--- config.mk ---
export PLATFORM = sky130hd
export DESIGN_NAME = lagarto_dcache_ld_tracker
export DESIGN_NICKNAME = d
export VERILOG_FILES = /design/src/rtl/drac_pkg.sv /design/src/rtl/lagarto_ld_align.sv /design/src/rtl/lagarto_dcache_ld_tracker.sv
export SDC_FILE = /design/constraint.sdc
export NUM_CORES = 1
export LEC_CHECK = 0
export CORE_ASPECT_RATIO = 1.5
export CORE_MARGIN = 2
export CORE_UTILIZATION = 30
export CTS_CLUSTER_SIZE = 40
export DETAILED_ROUTE_END_ITERATION = 10
export PLACE_DENSITY = 0.52
export SKIP_CTS_REPAIR_TIMING = 1
export SLEW_MARGIN = 0
export SYNTH_ARGS = -nofsm -noshare
export SYNTH_HDL_FRONTEND = slang
export SYNTH_SLANG_ARGS = --single-unit
export TNS_END_PERCENT = 50
--- constraint.sdc ---
create_clock -name clk_i -period 3.6 [get_ports clk_i]
set_input_delay 0.9 -clock clk_i [delete_from_list [all_inputs] [get_ports clk_i]]
set_output_delay 0.9 -clock clk_i [all_outputs]
set_load 0.03 [all_outputs]
--- src/rtl/drac_pkg.sv ---
// Shared load-size encodings and per-entry metadata for the dcache load tracker.
package drac_pkg;

  localparam logic [1:0] BYTE   = 2'd0;
  localparam logic [1:0] HALF   = 2'd1;
  localparam logic [1:0] WORD   = 2'd2;
  localparam logic [1:0] DOUBLE = 2'd3;

  // Alignment info kept per load; rd and killed live beside it in the tracker.
  typedef struct packed {
    logic [1:0] size;
    logic       is_unsigned;
    logic [2:0] off;
  } ld_meta_t;

endpackage

--- src/rtl/lagarto_ld_align.sv ---
// Shifts raw 64-bit load data down by the byte offset and sign/zero-extends it to 64 bits.
module lagarto_ld_align
  import drac_pkg::*;
(
  input  logic [63:0] data_i,
  input  logic [2:0]  off_i,
  input  logic [1:0]  size_i,
  input  logic        unsigned_i,
  output logic [63:0] result_o
);

  logic [63:0] shifted;

  always_comb begin
    shifted  = data_i >> {off_i, 3'b000};
    result_o = shifted;
    unique case (size_i)
      BYTE:    result_o = {{56{~unsigned_i & shifted[7]}}, shifted[7:0]};
      HALF:    result_o = {{48{~unsigned_i & shifted[15]}}, shifted[15:0]};
      WORD:    result_o = {{32{~unsigned_i & shifted[31]}}, shifted[31:0]};
      DOUBLE:  result_o = shifted;
      default: result_o = shifted;
    endcase
  end

endmodule

--- src/rtl/lagarto_dcache_ld_tracker.sv ---
// In-order tracker of outstanding dcache loads; aligns each response and registers the writeback.
module lagarto_dcache_ld_tracker
  import drac_pkg::*;
#(
  parameter int unsigned DEPTH    = 4,
  parameter int unsigned RD_WIDTH = 6
) (
  input  logic                clk_i,
  input  logic                rstn_i,
  input  logic                ld_issue_valid_i,
  output logic                ld_issue_ready_o,
  input  logic [RD_WIDTH-1:0] ld_issue_rd_i,
  input  logic [1:0]          ld_issue_size_i,
  input  logic                ld_issue_unsigned_i,
  input  logic [2:0]          ld_issue_off_i,
  input  logic                flush_i,
  input  logic                rsp_valid_i,
  input  logic [63:0]         rsp_data_i,
  output logic                wb_valid_o,
  output logic [RD_WIDTH-1:0] wb_rd_o,
  output logic [63:0]         wb_data_o,
  output logic                busy_o,
  output logic                err_o
);

  localparam int unsigned PtrW = $clog2(DEPTH);
  localparam logic [PtrW:0] DepthC = (PtrW+1)'(DEPTH);

  logic [RD_WIDTH-1:0] rd_q   [DEPTH];
  ld_meta_t            meta_q [DEPTH];
  logic [DEPTH-1:0]    killed_q, killed_d;
  logic [PtrW-1:0]     head_q, head_d, tail_q, tail_d;
  logic [PtrW:0]       count_q, count_d;
  logic                err_q, err_d;
  logic                wb_valid_q, wb_valid_d;
  logic [RD_WIDTH-1:0] wb_rd_q, wb_rd_d;
  logic [63:0]         wb_data_q, wb_data_d;
  logic [63:0]         aligned;
  logic                push, pop;

  assign ld_issue_ready_o = count_q < DepthC;
  assign busy_o           = count_q != '0;
  assign push = ld_issue_valid_i & ld_issue_ready_o & ~flush_i;
  assign pop  = rsp_valid_i & (count_q != '0);

  lagarto_ld_align u_align (
    .data_i     (rsp_data_i),
    .off_i      (meta_q[head_q].off),
    .size_i     (meta_q[head_q].size),
    .unsigned_i (meta_q[head_q].is_unsigned),
    .result_o   (aligned)
  );

  always_comb begin
    head_d     = head_q;
    tail_d     = tail_q;
    count_d    = count_q;
    killed_d   = killed_q;
    err_d      = err_q | (rsp_valid_i & (count_q == '0));
    wb_valid_d = 1'b0;
    wb_rd_d    = wb_rd_q;
    wb_data_d  = wb_data_q;

    if (pop) begin
      head_d = head_q + PtrW'(1);
      // A flush in the same cycle kills the head being popped as well.
      if (!killed_q[head_q] && !flush_i) begin
        wb_valid_d = 1'b1;
        wb_rd_d    = rd_q[head_q];
        wb_data_d  = aligned;
      end
    end
    // Marking unused slots too is harmless: push clears the bit it writes.
    if (flush_i) killed_d = '1;
    if (push) begin
      tail_d           = tail_q + PtrW'(1);
      killed_d[tail_q] = 1'b0;
    end
    unique case ({push, pop})
      2'b10:   count_d = count_q + (PtrW+1)'(1);
      2'b01:   count_d = count_q - (PtrW+1)'(1);
      default: count_d = count_q;
    endcase
  end

  always_ff @(posedge clk_i or negedge rstn_i) begin
    if (!rstn_i) begin
      head_q     <= '0;
      tail_q     <= '0;
      count_q    <= '0;
      killed_q   <= '0;
      err_q      <= 1'b0;
      wb_valid_q <= 1'b0;
      wb_rd_q    <= '0;
      wb_data_q  <= '0;
    end else begin
      head_q     <= head_d;
      tail_q     <= tail_d;
      count_q    <= count_d;
      killed_q   <= killed_d;
      err_q      <= err_d;
      wb_valid_q <= wb_valid_d;
      wb_rd_q    <= wb_rd_d;
      wb_data_q  <= wb_data_d;
    end
  end

  // Payload storage needs no reset; count and killed gate every use of it.
  always_ff @(posedge clk_i) begin
    if (push) begin
      rd_q[tail_q]   <= ld_issue_rd_i;
      meta_q[tail_q] <= '{size: ld_issue_size_i, is_unsigned: ld_issue_unsigned_i,
                          off: ld_issue_off_i};
    end
  end

  assign wb_valid_o = wb_valid_q;
  assign wb_rd_o    = wb_rd_q;
  assign wb_data_o  = wb_data_q;
  assign err_o      = err_q;

endmodule
# After elaboration in Yosys (flattened, before gate mapping)
# Memories as Yosys holds them, arrays and structs flattened. A register that Yosys moved wholly into a read port is not among the register bits.
# Cells that the tools add are included.
word_totals:
  output_inout_bits: 74
  elab_cells: 57
  ramBits: 48
  n_memories: 2
  regBits: 77
  inputBits: 81
op_classes:
  order_cmp: 4
  addsub: 4
  reduce_logical: 10
  shift: 1
  n_eq_ne: 5
  bitwise_logic: 12
  muxes: 12
mem_list:
  columns: ["memory", "words", "width", "rd", "rd_clocked_by_memory_dff", "wr", "line", "source"]
  rows:
  - ["meta_q", 4, 6, 1, 0, 1, "lagarto_dcache_ld_tracker.sv:30", "ld_meta_t meta_q [DEPTH];"]
  - ["rd_q", 4, 6, 1, 1, 1, "lagarto_dcache_ld_tracker.sv:29", "logic [RD_WIDTH-1:0] rd_q [DEPTH];"]
ops:
  columns: ["op", "n"]
  rows:
  - ["$pmux 64 s4", 1]
  - ["$shr 64x6->64", 1]
  - ["$mux 4", 2]
  - ["$and 1x1->1", 7]
  - ["$eq 2x2->1 const B", 3]
  - ["$lt 2x3->1 const B", 2]
  - ["$mux 1", 6]
  - ["$pmux 3 s2", 1]
  - ["$add 2x1->2 const B", 2]
  - ["$and 4x4->4", 1]
  - ["$eq 2x1->1 const B", 2]
  - ["$not 4->4", 1]
  - ["$add 3x1->3 const B", 1]
  - ["$logic_not 1->1", 3]
  - ["$logic_not 3->1", 1]
  - ["$lt 3x3->1 const B", 1]
  - ["$reduce_bool 3->1", 1]
  - ["$sub 3x1->3 const B", 1]
  - ["$bmux 1 s2", 1]
  - ["$demux 1 s2", 1]
  - ["$ge 2x1->1 const B", 1]
  - ["$logic_and 1x1->1", 2]
  - ["$logic_not 2->1", 1]
  - ["$not 1->1", 2]
  - ["other kinds (3)", 3]

# Longest topological paths before layout
# Gate-level depths: netlist of run 1.
depth:
  depth_word: 7
  mapped_depth: 10
  ltp_nobuf: 9

# Hierarchy
# Synthesis of run 1 repeated with hierarchy kept, for this count alone.
hier_totals:
  cells_unflattened: 524
  hier_area_um2: 7534.7
modules_own_cells:
  columns: ["mod", "seq_area_each_um2", "n_inst", "area_each_um2", "cells_per_inst"]
  rows:
  - ["lagarto_dcache_ld_tracker", 3518.4, 1, 4991.0, 266]
  - ["lagarto_ld_align", 0.0, 1, 2543.7, 258]

# Worst setup path after synthesis of run 1
# Ideal clock, no wire load.
synth_path:
  path_type: "in2reg"
  from: "input port ld_issue_valid_i"
  to: "register count_q[2]"
  setup_time_ps: 133
  n_path_buf: 0
  arrival_time_ps: 2229
  setup_slack_ps: 1239
  path_stages: 8
  required_ps: 3467
  cell_sequence: "nor3b_1 inv_1 ha_1 inv_1 fa_1 xor2_1 nor2_1 xnor2_1"
synth_between:
  elab_chain_cells: 4
  elab_cells_between_ends: 6
  cone_classes: "eq/ne: 2; mux: 1; bitwise: 2; reduce/logical: 1"
synth_lines:
  columns: ["element", "line", "source"]
  rows:
  - ["from (decl)", "lagarto_dcache_ld_tracker.sv:10", "input logic ld_issue_valid_i,"]
  - ["$and 1x1->1 (*) (2 in series)", "lagarto_dcache_ld_tracker.sv:43", "assign push = ld_issue_valid_i & ld_issue_ready_o & ~flush_i;"]
  - ["$eq 2x1->1 / $eq 2x2->1 (equally long branches)", "lagarto_dcache_ld_tracker.sv:79", "unique case ({push, pop})"]
  - ["$pmux 3 s2 / $reduce_bool 2->1 (equally long branches)", null, null]
  - ["to (signal assigned)", "lagarto_dcache_ld_tracker.sv:99", "count_q <= count_d;"]
  - ["to (decl)", "lagarto_dcache_ld_tracker.sv:33", "logic [PtrW:0] count_q, count_d;"]
# Every way passes the cells marked *; elsewhere a longest branch is shown, timed or not.
# A chain may end at the register's enable or synchronous reset.

# Final worst setup path of run 1
layout_path:
  from: "register head_q[0]"
  to: "register wb_data_q[37] (netlist: wb_data_o[37])"
layout_between:
  elab_chain_cells: 5
  elab_cells_between_ends: 16
  cone_classes: "eq/ne: 3; shift: 1; mux: 3; bitwise: 4; reduce/logical: 4; memory: 1"
layout_lines:
  columns: ["element", "line", "source"]
  rows:
  - ["from (decl)", "lagarto_dcache_ld_tracker.sv:32", "logic [PtrW-1:0] head_q, head_d, tail_q, tail_d;"]
  - ["from (signal assigned)", "lagarto_dcache_ld_tracker.sv:88", "head_q <= '0;"]
  - ["from (signal assigned)", "lagarto_dcache_ld_tracker.sv:97", "head_q <= head_d;"]
  - ["parallel branches: the longest is 5 deep, another holds $mem_v2 4x6", null, null]
  - ["to (signal assigned)", "lagarto_dcache_ld_tracker.sv:104", "wb_data_q <= wb_data_d;"]
  - ["to (decl)", "lagarto_dcache_ld_tracker.sv:37", "logic [63:0] wb_data_q, wb_data_d;"]
# Several ways; the timed one is not identified. The select of a mux whose other input is x is not followed.

==> results_dict.tcl, run 1 <==
set metrics [dict create \
    fillCellCount 2385 \
    finalSetupViolations 0 \
    area_delta_synth_final_pct 31.13 \
    slew_headroom_pct 52.77 \
    synth_seq_cells 131 \
    grt_start_max_net_pins 88 \
    utilization_pct 40.13 \
    regArea_um2 3518 \
    startpoint_type "flip-flop" \
    mappedNetlistNets 705 \
    drive_gt1_share_pct 13.78 \
    dieArea_um2 25600 \
    whs_ns 0.4759 \
    period_minus_slack_ns 2.892 \
    layout.nets 836 \
    wl_per_cell_um 21.76 \
    cpMaxStageDelayCell "mux4_2" \
    min_period_over_period_pct 80.34 \
    ys.flop_type "dfrtp_1" \
    yosysSeqAreaShare_pct 48.25 \
    vias 5583 \
    fp.dieW_um 131.3 \
    cts_root_buf "clkbuf_16" \
    cap_violations 0 \
    crit_path_end_kind "flip-flop" \
    final_area_um2 9562 \
    worstPathRequired_ns 3.86 \
    postRouteAntennaNets 0 \
    drc_errors 0 \
    cpMostUsedCell "buf_4" \
    routed_via_density 5.165 \
    firstDrtPassIters 5 \
    slew_violations 0 \
    fp-row-count 69 \
    clk_latency_ns 0.42 \
    antenna_found_initial 0 \
    critical-path-top-delay-family "multiplexers" \
    grt_overflow 0 \
    synthCells 618 \
    avgSynthCellArea_um2 11.80 \
    dp.cells 1049 \
    routed_wl_um 23520 \
    hold_viol 0 \
    start_util_pct 30.60 \
    skew_ns 0.008312 \
    path_class "flip-flop to flip-flop" \
    max_freq_ghz 0.3457 \
    fin_tns_setup_ns 0 \
    die_y_um 194.9 \
    place.gp.congestion 0.8473 \
    cts_tree "done" \
    synth_area_um2 7292 \
    cellPowerDensity_nw_per_um2 915.9 \
    drtIter0Drc 382 \
    ys_warn_count 0 \
    grtUsageTotal_pct 18.76 \
    grt_pass1_vias 6202 \
    ir_drop_v 0.0004846 \
    async_flop_share_pct 63.36 \
    antennaDiodeCount 0 \
    synth_edf_count 48 \
    ioPinCount 155 \
    portBuffers 154 \
    placement.cell_area_um2 9025 \
    clock-sinks 131 \
    status "completed" \
    grt_pass1_wl_um 36230 \
    multiInputGateArea_um2 3369 \
    clockBufferDepth 2 \
    hold_class "input pin to async pin" \
    fp.coreArea_um2 23830 \
    fin_cells 1081 \
    leakage_nw 3.732 \
    rsz0062_at_grt "false" \
    clk_pin_slew_worst_paths_ns 0.06 \
    arrival_ns 3.15 \
    cts_inserted_buffers 17 \
    worstMarginPinSlew_ns 0.7084 \
    crit_buf_inv 2 \
    h-tree-depth 4 \
    worst-path-max-fanout 32 \
    dp_hpwl_um 17620 \
    slowest_delay_ns 0.77 \
    layout_commonest_cell "clkdlybuf4s50_1" \
    crit_chain "buf_4 -> mux4_2 -> or2_1 -> a2bb2oi_2 -> nand4_2 -> buf_4 -> a41oi_2" \
    synth_cell_types 54 \
    final_cell_mix "clkdlybuf4s50_1 (153), nor2_1 (86), mux2i_1 (86)" \
]
-- registers in the layout, summed over array words and instances, names as in the netlist --
register	cells
tail_q	2
count_q	3
wb_rd_o	6
err_o	1
wb_data_o	64
killed_q	4
rd_q	24
wb_valid_o	1
meta_q	24
head_q	2
-- metal layers --
metal  global-route usage, %  vias up  routed length [um]
li1                        -     2586                   -
met1                   20.13     2773                8796
met2                   34.21      169               12590
met3                   4.408       55                1046
met4                   9.622        0                1089
met5                       0        -                   0
-- logic make-up after synthesis --
family	Yosys count	synth area share, %
xor gates and xnor gates	6	0.7207
AOI/OAI and AO/OA	143	17.33
and+or+nand+nor	162	10.50
DFF	131	48.25
muxes	102	16.47
buffers and inverters	68	5.594
adders and majority gates	6	1.132
-- metrics by stage --
step | power (W) | setup WS (ns)
floorplan | 0.005622 | 1.239
global placement | 0.007174 | 0.6444
detailed placement | 0.007238 | 0.5832
CTS | 0.008833 | 0.6948
global route | 0.009231 | 0.5457
finish | 0.008758 | 0.7076
-- path summary, 6_finish.rpt --
check / start / end / slack (ns) / cells after the start
setup / recovery: head_q[0] / wb_data_o[37] / 0.71 / 7
hold / removal: rstn_i / tail_q[1] / 0.48 / 1
setup reg to reg: head_q[0] / wb_data_o[37] / 0.71 / 7
hold reg to reg: err_o / err_o / 0.48 / 1
max in group asynchronous: rstn_i / wb_data_o[40] / 2.35 / 2
min in group clk_i: err_o / err_o / 0.48 / 1
-- area by class of cell --
cell class,count,area share [%]
timing repair buffer,171,17.82
clock inverter,15,1.165
clock buffer,17,4.449
inverter,9,0.3533
multi-input combinational,419,35.24
sequential,131,36.80
tap,319,4.174
-- cells in the mapped netlist, drive strengths merged, types with 2 or more instances --
cell type,n,area [um2]
nand4,2,18.77
nor3b,3,22.52
mux2i,88,897.1
and3b,9,78.83
mux4,13,292.8
or2,2,12.51
clkbuf,23,90.09
nand2b,2,12.51
inv,9,33.78
o22ai,15,93.84
a21oi,24,120.1
xnor2,5,43.79
buf,36,284.0
ha,5,62.56
o21ai,26,130.1
or3,2,12.51
nand2,31,116.4
nand3b,2,27.53
a22oi,8,65.06
nor3,9,50.05
a31oi,8,50.05
nor2b,5,38.78
o211ai,3,36.28
nand3,3,15.01
dfrtp,83,2077
and2,5,31.28
edfxtp,48,1441
o2bb2ai,7,61.31
a41oi,48,645.6
nor2,87,329.1
-- report_power, final --
part,switching [W],internal [W]
clock,0.000687,0.000882
sequential,0.000308,0.00201
combinational,0.00291,0.00196
No activity file was read; power rests on OpenSTA's default activity.
==> run 2: changes to the inputs <==
PLACE_DENSITY = 0.54   (was 0.52)
clock period = 2.3 ns   (was 3.6 ns; I/O delays follow)
==> run 2 against run 1 <==
Compared with the run above: global-route usage up 0.42 points; design area increased by 17%; largest cell class is now multi-input gates; wire length increased by 14%; combinational power increased by 100%; the flow now finishes with violations (setup timing); worst hold slack got worse by 0.42 ns; utilization up 6.7 points; power is 84% higher; sequential share of layout area fell by 5.3 points.
==> results_dict.tcl, run 2 (synthesized netlist as in run 1, its figures left out) <==
set metrics [dict create \
    worst-path-max-fanout 6 \
    antennaDiodeCount 0 \
    ioPinCount 155 \
    clk_pin_slew_worst_paths_ns 0.06 \
    postRouteAntennaNets 0 \
    crit_chain "mux4_4 -> buf_12 -> mux2i_1 -> buf_4 -> nor3_1 -> buf_4 -> nor2_1 -> a41oi_2" \
    slew_violations 0 \
    vias 6179 \
    drive_gt1_share_pct 31.73 \
    hold_class "input pin to async pin" \
    routed_wl_um 26770 \
    ff2ff_setup_slack_ns -0.20 \
    cpMostUsedCell "buf_4" \
    clock-sinks 131 \
    violations "setup timing" \
    regArea_um2 3520 \
    leakage_nw 4.393 \
    antenna_found_initial 0 \
    dp_hpwl_um 19020 \
    clk_latency_ns 0.43 \
    grt_overflow 0 \
    final_cell_mix "clkdlybuf4s50_1 (152), buf_4 (91), nor2_1 (86)" \
    hold_viol 0 \
    worstReg2RegStart "meta_q[0][0]" \
    grt_pass1_vias 6583 \
    start_util_pct 30.60 \
    crit_path_end_kind "flip-flop" \
    dieArea_um2 25600 \
    grtUsageTotal_pct 19.18 \
    fp.dieW_um 131.3 \
    area_delta_synth_final_pct 53.11 \
    period_minus_slack_ns 2.496 \
    power_w 0.01611 \
    skew_ns 0.009293 \
    cts_root_buf "clkbuf_16" \
    arrival_ns 2.84 \
    worstMarginPinSlew_ns 0.6065 \
    timing.rr.end "wb_data_o[51]" \
    routed_via_density 5.184 \
    cellPowerDensity_nw_per_um2 1443 \
    status "complete, but fails checks" \
    slowest_delay_ns 0.73 \
    layout_commonest_cell "clkdlybuf4s50_1" \
    slew_headroom_pct 59.48 \
    grt_pass1_wl_um 37360 \
    wl_per_cell_um 22.46 \
    fillCellCount 2217 \
    min_period_over_period_pct 108.5 \
    finalWorstSetupSlack_ns -0.1958 \
    drc_errors 0 \
    firstDrtPassIters 4 \
    ir_drop_v 0.0006621 \
    fp-row-count 69 \
    place.gp.congestion 0.8379 \
    largest_register_ffs 64 \
    cts_tree "done" \
    multiInputGateArea_um2 3792 \
    h-tree-depth 4 \
    path_class "flip-flop to flip-flop" \
    startpoint_type "flip-flop" \
    worst_r2r_path_depth 8 \
    rsz0062_at_grt "true" \
    max_freq_ghz 0.4007 \
    finalSetupViolations 58 \
    portBuffers 154 \
    fp.coreArea_um2 23830 \
    worstPathRequired_ns 2.64 \
    die_y_um 194.9 \
    clockBufferDepth 2 \
    cap_violations 0 \
    layout.nets 947 \
    drtIter0Drc 425 \
    cts_inserted_buffers 17 \
    cpMaxStageDelayCell "mux4_4" \
    fin_tns_setup_ns -8.151 \
    grt_start_max_net_pins 57 \
]
run 2: through the flow:
stage	hold WS (ns)	cells	setup WS [ns]	area, um2	utilization, %
final	0.05417	1192	-0.1958	11160	46.85
after floorplan	0.2794	618	0.06559	7292	-
after global routing	0.06675	1192	-0.2596	11160	46.85
after CTS	0.05897	1166	-0.3004	10330	43.37
after global placement	0.4542	1134	-0.2404	9801	41.13
after detailed placement	0.4641	1134	-0.2639	9801	41.13
run 2: power breakdown:
part           total, W  internal (W)  switching [W]
registers       0.00365       0.00314       0.000513
clock network   0.00249       0.00139        0.00110
logic           0.00997       0.00456        0.00540
total            0.0161       0.00910        0.00701
run 2: cell type report:
cell class              instances  area share [%]
clock buffers                  19           3.878
clock inverters                13          0.9078
inverters                       9          0.3026
multi-input cells             420           33.97
flip-flops and latches        131           31.53
well taps                     319           3.575
repair buffers                281           25.84
run 2: critical path, delay by kind of cell (launching register included):
family | cells | cell delay [ns]
AOI/OAI and AO/OA | 1 | 0.20
and+or+nand+nor | 2 | 0.35
muxes | 2 | 0.88
DFF | 1 | 0.43
buffers and inverters | 3 | 0.54
run 2: worst max-delay path by stage:
stage | start | endpoint | slack, ns | cells past startpoint
after floorplan | head_q[0] | wb_data_o[43] | 0.07 | 10
after global placement | head_q[0] | wb_data_o[0] | -0.24 | 7
after detailed placement | head_q[0] | wb_data_o[41] | -0.26 | 6
after CTS | head_q[0] | wb_data_o[41] | -0.30 | 6
after global routing | head_q[0] | wb_data_o[32] | -0.26 | 9
final | meta_q[0][0] | wb_data_o[51] | -0.20 | 8
run 2: layer usage:
layer / global-route usage, % / up-vias / share of wire (%)
li1: - / 2800 / -
met1: 20.15 / 3078 / 37
met2: 35.22 / 224 / 52
met3: 4.356 / 77 / 5.0
met4: 10.63 / 0 / 6.0
met5: 0 / - / 0
==> run 3: changes to the inputs <==
CORE_MARGIN = 3   (was 2)
==> run 3 against run 2 <==
Compared with the run above: the run still ends with setup timing left; clock power is 12% higher; final cell count fell by 1.4%; design area fell by 2.8%; power shrank 1.8%; flip-flop and latch count unchanged; die area is 2.6% higher; fmax shrank 0.88%; utilization decreased by 1.3 points; non-clock buffer count decreased by 17; first-iteration DRC count up 1.9%; sequential power about the same; worst hold slack better by 0.069 ns; highest routed layer unchanged.
==> results_dict.tcl, run 3 (synthesized netlist as in run 1, its figures left out) <==
set metrics [dict create \
    crit_path_end_kind "flip-flop" \
    antenna_found_initial 0 \
    cap_violations 0 \
    start_util_pct 30.60 \
    startpoint_type "flip-flop" \
    layout_commonest_cell "clkdlybuf4s50_1" \
    worst-path-max-fanout 7 \
    fp-row-count 69 \
    power_w 0.01581 \
    wl_per_cell_um 22.29 \
    whs_ns 0.1235 \
    place.gp.congestion 0.8990 \
    area_delta_synth_final_pct 48.85 \
    worst_r2r_path_depth 9 \
    layout.nets 930 \
    ir_drop_v 0.0006730 \
    status "complete, but fails checks" \
    clk_latency_ns 0.43 \
    clock-sinks 131 \
    slew_headroom_pct 64.90 \
    crit_buf_inv 4 \
    final_area_um2 10850 \
    drtIter0Drc 433 \
    slowest_delay_ns 0.78 \
    antennaDiodeCount 0 \
    final_cell_mix "clkdlybuf4s50_1 (152), nor2_1 (84), dfrtp_1 (83)" \
    ff2ff_setup_slack_ns -0.22 \
    cpMaxStageDelayCell "mux4_4" \
    max_freq_ghz 0.3972 \
    rsz0062_at_grt "true" \
    worstMarginPinSlew_ns 0.5118 \
    worstReg2RegStart "head_q[0]" \
    leakage_nw 4.365 \
    multiInputGateArea_um2 3546 \
    portBuffers 154 \
    worstPathRequired_ns 2.59 \
    routed_wl_um 26190 \
    grt_pass1_wl_um 38200 \
    path_class "flip-flop to flip-flop" \
    largest_register_ffs 64 \
    clk_pin_slew_worst_paths_ns 0.06 \
    fp.coreArea_um2 23830 \
    placement.cell_area_um2 9716 \
    postRouteAntennaNets 0 \
    finalWorstSetupSlack_ns -0.2179 \
    cts_root_buf "clkbuf_16" \
    period_minus_slack_ns 2.518 \
    die_y_um 196.9 \
    grtUsageTotal_pct 19.18 \
    crit_chain "mux4_4 -> buf_12 -> buf_8 -> nor2_1 -> a22oi_2 -> nand4_1 -> buf_6 -> clkbuf_16 -> a41oi_2" \
    grt_overflow 0 \
    vias 6133 \
    drc_errors 0 \
    hold_viol 0 \
    h-tree-depth 4 \
    dieArea_um2 26250 \
    hold_class "input pin to async pin" \
    routed_via_density 5.220 \
    critical-path-top-delay-family "multiplexers" \
    fp.dieW_um 133.3 \
    firstDrtPassIters 5 \
    regArea_um2 3518 \
    violations "setup timing" \
    ioPinCount 155 \
    min_period_over_period_pct 109.5 \
    grt_pass1_vias 6512 \
    finalSetupViolations 61 \
    dp_hpwl_um 19360 \
    skew_ns 0.007886 \
    drive_gt1_share_pct 26.40 \
    fillCellCount 2250 \
    cts_tree "done" \
    clockBufferDepth 2 \
    utilization_pct 45.55 \
    cellPowerDensity_nw_per_um2 1457 \
    slew_violations 0 \
    grt_start_max_net_pins 43 \
    arrival_ns 2.81 \
    timing.rr.end "wb_data_o[60]" \
    cts_inserted_buffers 17 \
]
==> run 3: metal layers <==
layer / GRT usage (%) / part of all wire [%] / vias up / routed length, um
li1: - / - / 2785 / -
met1: 21.40 / 38 / 3099 / 9957
met2: 34.85 / 54 / 199 / 14150
met3: 3.856 / 4.2 / 50 / 1095
met4: 9.112 / 3.8 / 0 / 990
met5: 0 / 0 / - / 0
==> run 3: layout make-up <==
cell class	instances	share of cell area [%]
clock buffers	18	3.954
repair buffers	264	25.45
clock inverters	14	1.522
flip-flops and latches	131	32.41
inverters	9	0.3112
well taps	319	3.677
multi-input cells	420	32.67
==> run 3: where the power goes <==
| group | switching, W | total (W) | internal, W |
|---|---|---|---|
| logic | 0.00512 | 0.00941 | 0.00429 |
| registers | 0.000480 | 0.00362 | 0.00314 |
| clock network | 0.00115 | 0.00278 | 0.00163 |
==> run 3: worst max path at each step <==
| stage | start | end | cells past startpoint |
|---|---|---|---|
| global placement | head_q[0] | wb_data_o[6] | 8 |
| global route | head_q[0] | wb_data_o[60] | 9 |
| CTS | head_q[0] | wb_data_o[6] | 8 |
| floorplan | head_q[0] | wb_data_o[43] | 10 |
| detailed placement | meta_q[0][0] | wb_data_o[6] | 8 |
| finish | head_q[0] | wb_data_o[60] | 9 |
==> run 3: worst register-to-register path, delay by kind of cell (launching register included) <==
| family | cells | cell delay [ns] |
|---|---|---|
| buffers and inverters | 4 | 0.70 |
| flip-flops | 1 | 0.38 |
| AND/OR/NAND/NOR | 2 | 0.36 |
| multiplexers | 1 | 0.78 |
| AO/OA/AOI/OAI | 2 | 0.17 |
==> run 3: stage by stage <==
stage	TNS [ns]	std cells	setup slack [ns]
CTS	-9.709	1153	-0.2454
finish	-9.167	1175	-0.2179
global placement	-5.248	1121	-0.1991
floorplan	0	618	0.06559
global route	-13.13	1175	-0.2736
detailed placement	-9.370	1121	-0.2326
